`src/rtl/imm_extend_builder.sv`:
```
// Builds a DATA_W-bit immediate from FIELD_W-bit chunks (MS chunk first) and
// zero/sign-extends it onto a valid/ready output for the ALU B-operand mux.
module imm_extend_builder #(
  parameter int FIELD_W    = 2,
  parameter int DATA_W     = 8,
  parameter int MAX_CHUNKS = 4,
  parameter int CNT_W      = 3
) (
  input  logic              clock,
  input  logic              reset,
  input  logic              clear,
  input  logic              in_valid,
  output logic              in_ready,
  input  logic [FIELD_W-1:0] entrada,
  input  logic              in_last,
  input  logic              sign_mode,
  output logic              out_valid,
  input  logic              out_ready,
  output logic [DATA_W-1:0] saida,
  output logic [CNT_W-1:0]  chunk_count,
  output logic              overflow
);

  generate
    if (FIELD_W * MAX_CHUNKS > DATA_W) begin : g_bad_width
      $error("imm_extend_builder: FIELD_W*MAX_CHUNKS exceeds DATA_W");
    end
    if (MAX_CHUNKS >= (1 << CNT_W)) begin : g_bad_cnt
      $error("imm_extend_builder: CNT_W too narrow for MAX_CHUNKS");
    end
  endgenerate

  localparam logic [1:0] IDLE  = 2'd0;
  localparam logic [1:0] ACCUM = 2'd1;
  localparam logic [1:0] HOLD  = 2'd2;

  logic [1:0]        state;
  logic [DATA_W-1:0] acc;
  logic [DATA_W-1:0] new_acc;
  logic [CNT_W-1:0]  new_cnt;
  logic [DATA_W-1:0] ext_val;
  logic              sign_bit;
  logic              closing;

  assign in_ready  = (state != HOLD);
  assign out_valid = (state == HOLD);

  // Next accumulator/count for an accepted beat, plus the extended word it
  // would produce if this beat closes the word. Bits above n*FIELD_W are
  // filled with the sign bit or zero; when n*FIELD_W == DATA_W nothing is filled.
  always_comb begin
    int nbits;
    new_acc  = (acc << FIELD_W) | DATA_W'(entrada);
    new_cnt  = chunk_count + CNT_W'(1);
    closing  = in_last || (new_cnt == CNT_W'(MAX_CHUNKS));
    nbits    = int'(new_cnt) * FIELD_W;
    sign_bit = 1'b0;
    ext_val  = '0;
    for (int i = 0; i < DATA_W; i++) begin
      if (i == nbits - 1) sign_bit = new_acc[i];
    end
    for (int i = 0; i < DATA_W; i++) begin
      if (i < nbits) ext_val[i] = new_acc[i];
      else           ext_val[i] = sign_mode & sign_bit;
    end
  end

  // clear outranks both handshakes; saida survives clear and handshake so the
  // B-operand mux never sees a glitch to zero between words.
  always_ff @(posedge clock or posedge reset) begin
    if (reset) begin
      state       <= IDLE;
      acc         <= '0;
      saida       <= '0;
      chunk_count <= '0;
      overflow    <= 1'b0;
    end else if (clear) begin
      state       <= IDLE;
      acc         <= '0;
      chunk_count <= '0;
      overflow    <= 1'b0;
    end else begin
      case (state)
        IDLE, ACCUM: begin
          if (in_valid) begin
            acc         <= new_acc;
            chunk_count <= new_cnt;
            if (closing) begin
              state    <= HOLD;
              saida    <= ext_val;
              overflow <= ~in_last;
            end else begin
              state <= ACCUM;
            end
          end
        end
        HOLD: begin
          if (out_ready) begin
            state       <= IDLE;
            acc         <= '0;
            chunk_count <= '0;
            overflow    <= 1'b0;
          end
        end
        default: begin
          state       <= IDLE;
          acc         <= '0;
          chunk_count <= '0;
          overflow    <= 1'b0;
        end
      endcase
    end
  end

endmodule

```
`config.mk`:
```
export PLATFORM = sky130hd
export DESIGN_NAME = imm_extend_builder
export DESIGN_NICKNAME = d
export VERILOG_FILES = /design/src/rtl/imm_extend_builder.sv
export SDC_FILE = /design/constraint.sdc
export NUM_CORES = 1
export LEC_CHECK = 0
export CAP_MARGIN = 20
export CORE_ASPECT_RATIO = 1.4
export CORE_UTILIZATION = 47
export DETAILED_ROUTE_END_ITERATION = 8
export PLACE_DENSITY = 0.73
export SLEW_MARGIN = 20
export SYNTH_ARGS = -nofsm -noshare
export SYNTH_HDL_FRONTEND = slang
export SYNTH_SLANG_ARGS = --single-unit
```
`constraint.sdc`:
```
create_clock -name clock -period 5.79 [get_ports clock]
set_clock_uncertainty 0.1 [all_clocks]
set_input_delay 0.8685 -clock clock [delete_from_list [all_inputs] [get_ports clock]]
set_output_delay 0.8685 -clock clock [all_outputs]
set_load 0.01 [all_outputs]
```
==> qor.txt <==
STATUS
-----------------------------------------------------------------------------------
Status                                                                 finished, final reports clean

POWER AND IR DROP
-----------------------------------------------------------------------------------
Share of total power in combinational logic                                   25.9%
P_leak                                                                     0.572 nW
Power Total                                                              0.000307 W
Sequential group share of total power                                         53.4%
Peak supply drop                                                             149 µV
Share of power burned in the clock network                                    20.7%
Internal power summed over all cells                                     0.000221 W
Switching fraction of total power                                             28.1%
Switching power total                                                   0.0000865 W
Total power divided by cell area                                         252 nW/µm²

SETUP PATH
-----------------------------------------------------------------------------------
Critical Path Sink Type                                                   flip-flop
Delay of the slowest cell on the worst path                                 0.61 ns
Crit-path cells                                                        clkdlybuf4s50_1 > nor3b_2 > nand2_1 > o31ai_1
Crit path buffers/inverters                                                       1
Arrival @ worst endpoint                                                    2.82 ns
Crit path launch type                                                     input pin
Family with the most delay on the worst path                           simple AND/OR/NAND/NOR gates
Maximum fanout encountered on the critical timing path                           16
Critical Setup Path Class                                              input pin to flip-flop
Master of the slowest instance on the critical path                    sky130_fd_sc_hd__nor3b_2
Required time of the worst setup path                                       5.89 ns

PLACEMENT
-----------------------------------------------------------------------------------
Number of I/O port buffers                                                       22
Cell count after placement                                                      132
Routability cong.                                                             0.792
Total placed instance area                                                 1200 µm²
Detailed placer's ending HPWL                                               1430 µm

CLOCK NETWORK
-----------------------------------------------------------------------------------
CTS max path bufs                                                                 2
CTS tree                                                                        yes
Number of hold buffers added after cts                                            0
Register clock-pin slew on the reported worst setup and hold paths          0.11 ns
Clk_lat worst skew                                                          0.29 ns
Number of clock sinks seen by CTS                                                20
H-Tree Level Count                                                                1
Cell chosen for the clock root                                         sky130_fd_sc_hd__clkbuf_4
Post-CTS Setup Bufs                                                               0
Total clock buffers created by CTS                                                3
Number of gates resized after cts                                                 0

CELLS AND AREA
-----------------------------------------------------------------------------------
Count of placed standard cells in the final layout, fillers left out            135
Number of fillers in the final layout                                           181
Syn-to-layout area delta                                                      25.0%
Post-layout instance area                                                  1220 µm²
Number of nets in the finished design                                           129
Share of cells above drive strength 1                                         5.26%
Final antenna diode count                                                         0

HOLD PATH
-----------------------------------------------------------------------------------
Min-delay worst type                                                   flip-flop to flip-flop

STA
-----------------------------------------------------------------------------------
Slew margin rel.                                                              49.9%
Time the final worst path needs with I/O delays and setup                   2.72 ns
Accumulated negative setup slack                                               0 ns
Final count of negative-setup-slack endpoints                                     0
Maximum achievable frequency                                                367 MHz
Worst hold slack                                                           0.387 ns
Pin slew with the least headroom to its limit                              0.750 ns
Share of the clock period used by the worst path                              47.0%
Max-slew violations                                                               0
Unrepaired setup endpoints after global routing                               false
Hold Violations, Final                                                            0

SYNTH
-----------------------------------------------------------------------------------
Portion of the post-synthesis area used by sequential elements                51.2%
Number of instances in the synthesized netlist                                   94
List of most frequent post-synthesis cells                             20 x sky130_fd_sc_hd__dfrtp_1, 11 x sky130_fd_sc_hd__nand2_1, 8 x sky130_fd_sc_hd__a22o_1
Leading cell type by number of instances after synthesis               sky130_fd_sc_hd__dfrtp_1
Leading area contributor after synthesis                               sky130_fd_sc_hd__dfrtp_1
Main area contributors after synthesis                                 sky130_fd_sc_hd__dfrtp_1 51%, sky130_fd_sc_hd__a22o_1 7.2%, sky130_fd_sc_hd__ha_1 5.1%
Async set or reset register ratio after synthesis                              100%
Prevailing post-synth register cell                                    sky130_fd_sc_hd__dfrtp_1
Total standard cell area after synthesis                                    977 µm²
Number of synthesized register bits                                              20
Post-synth EDFFs                                                                  0
Synth Warn #                                                                      0
Area share of the leading cell type in the synthesized netlist                51.2%
Synthesized area per cell                                                  10.4 µm²
Total nets after synthesis                                                      107
Distinct cells, synth                                                            29

ROUTE
-----------------------------------------------------------------------------------
Detailed Routing Iterations Pass 1                                                4
Final wirelength                                                            1990 µm
Number of antenna-violating nets in the routed design                             0
Post-DR wirelength/cell                                                     14.7 µm
Number of DRC violations after detailed routing                                   0
Vias per Instance                                                              5.84
Violation count after the first detailed-route iteration                         23
Via count                                                                       789

GLOBAL ROUTE
-----------------------------------------------------------------------------------
Combined global-route utilization of all metal layers                         20.5%
Number of global-route vias before repair                                       796
Pin count of the biggest net entering global routing                             21
Congestion Overflow GR                                                            0
Initial antenna violation count                                                   0
Global-route wire length before repair                                      3340 µm

FLOORPLANNING
-----------------------------------------------------------------------------------
Rows                                                                             19
Number of ports placed on the die boundary                                       23
Overall die width                                                           40.5 µm
Area of the die                                                            2270 µm²
Die boundary height                                                         56.0 µm
Standard cell core area                                                    1950 µm²
Initial Util                                                                  50.1%

FLOW RUN
-----------------------------------------------------------------------------------
Count of maximum capacitance violations                                           0

-- layer usage --
metal	routed length, µm	GRT usage (%)
met1	930	29.2
met5	0	0
met2	989	31.3
met4	21	7.14
met3	47	2.40
-- power groups by stage --
stage | clock, W | combinational, W | sequential [W]
3_3_place_gp | 0 | 0.0000784 | 0.000167
4_1_cts | 0.0000659 | 0.0000805 | 0.000165
3_5_place_dp | 0 | 0.0000803 | 0.000167
2_1_floorplan | 0 | 0.0000349 | 0.000172
5_1_grt | 0.0000714 | 0.0000871 | 0.000167
6_report | 0.0000636 | 0.0000795 | 0.000164
-- stage by stage --
step / setup slack [ns] / utilization [%]
final: 3.07 / 62.6
after CTS: 3.07 / 62.6
after global routing: 2.86 / 62.6
after floorplan: 3.34 / -
after global placement: 2.23 / 61.2
after detailed placement: 2.77 / 61.5
-- final timing paths --
path / startpoint / to / slack (ns) / cells after the start
max in group asynchronous: reset / chunk_count[1] / 4.22 / 2
worst min-delay path: saida[7] / saida[7] / 0.39 / 2
worst max-delay path: clear / saida[6] / 3.07 / 4
worst min register to register: saida[7] / saida[7] / 0.39 / 2
min in group asynchronous: reset / state[1] / 0.90 / 2
worst max register to register: chunk_count[0] / saida[3] / 3.09 / 8
-- sequential cells by signal (all words and copies together), names as in the netlist --
signal       flops
chunk_count      3
state            2
saida            8
acc              6
overflow         1
-- logic make-up (layout without fill, tap and decap cells) --
group | after synthesis | after routing | share of synthesized area [%]
DFF | 20 | 20 | 51.2
AOI/OAI and AO/OA | 31 | 31 | 22.9
and+or+nand+nor | 27 | 27 | 13.7
muxes | 2 | 2 | 2.05
adders and majority gates | 4 | 4 | 5.12
buffers and inverters | 10 | 30 | 4.99
-- layout by cell type (no fill, tap or decap) --
cell type,Yosys,layout
sky130_fd_sc_hd__mux2i_1,2,2
sky130_fd_sc_hd__clkbuf_4,0,3
sky130_fd_sc_hd__inv_1,5,5
sky130_fd_sc_hd__nand3_1,1,1
sky130_fd_sc_hd__nand2_1,11,11
sky130_fd_sc_hd__a21oi_1,6,6
sky130_fd_sc_hd__nor2_1,6,6
sky130_fd_sc_hd__o311ai_0,1,1
sky130_fd_sc_hd__nor3_1,1,1
sky130_fd_sc_hd__dfrtp_1,20,20
sky130_fd_sc_hd__o21ai_0,3,3
sky130_fd_sc_hd__a21oi_2,1,1
sky130_fd_sc_hd__ha_1,4,4
sky130_fd_sc_hd__nor2b_1,1,1
sky130_fd_sc_hd__nor3b_2,0,1
sky130_fd_sc_hd__o22ai_1,1,1
sky130_fd_sc_hd__nand2b_1,1,1
sky130_fd_sc_hd__or4b_1,1,1
sky130_fd_sc_hd__or2b_1,1,1
sky130_fd_sc_hd__or3b_1,1,1
sky130_fd_sc_hd__nand3b_1,1,1
sky130_fd_sc_hd__o31ai_1,6,6
sky130_fd_sc_hd__clkdlybuf4s50_1,0,22
sky130_fd_sc_hd__a22o_1,8,8
sky130_fd_sc_hd__a21o_1,3,3
sky130_fd_sc_hd__o22a_1,1,1
sky130_fd_sc_hd__or2_2,1,1
sky130_fd_sc_hd__o41ai_1,1,1
-- tightest hold or removal path, stage by stage, from the launching register on --
cell and delay [ns]:
sky130_fd_sc_hd__dfrtp_1 0.36, sky130_fd_sc_hd__nand2_1 0.05, sky130_fd_sc_hd__o31ai_1 0.05
-- cell type report --
cell class / instances / area, µm² / share of cell area [%]
clock buffers: 3 / 22.5 / 1.84
inverters: 5 / 18.8 / 1.54
multi-input cells: 64 / 433 / 35.5
flip-flops and latches: 20 / 500 / 41.0
well taps: 21 / 26.3 / 2.15
repair buffers: 22 / 220 / 18.0
(Power assumes the default switching activity.)
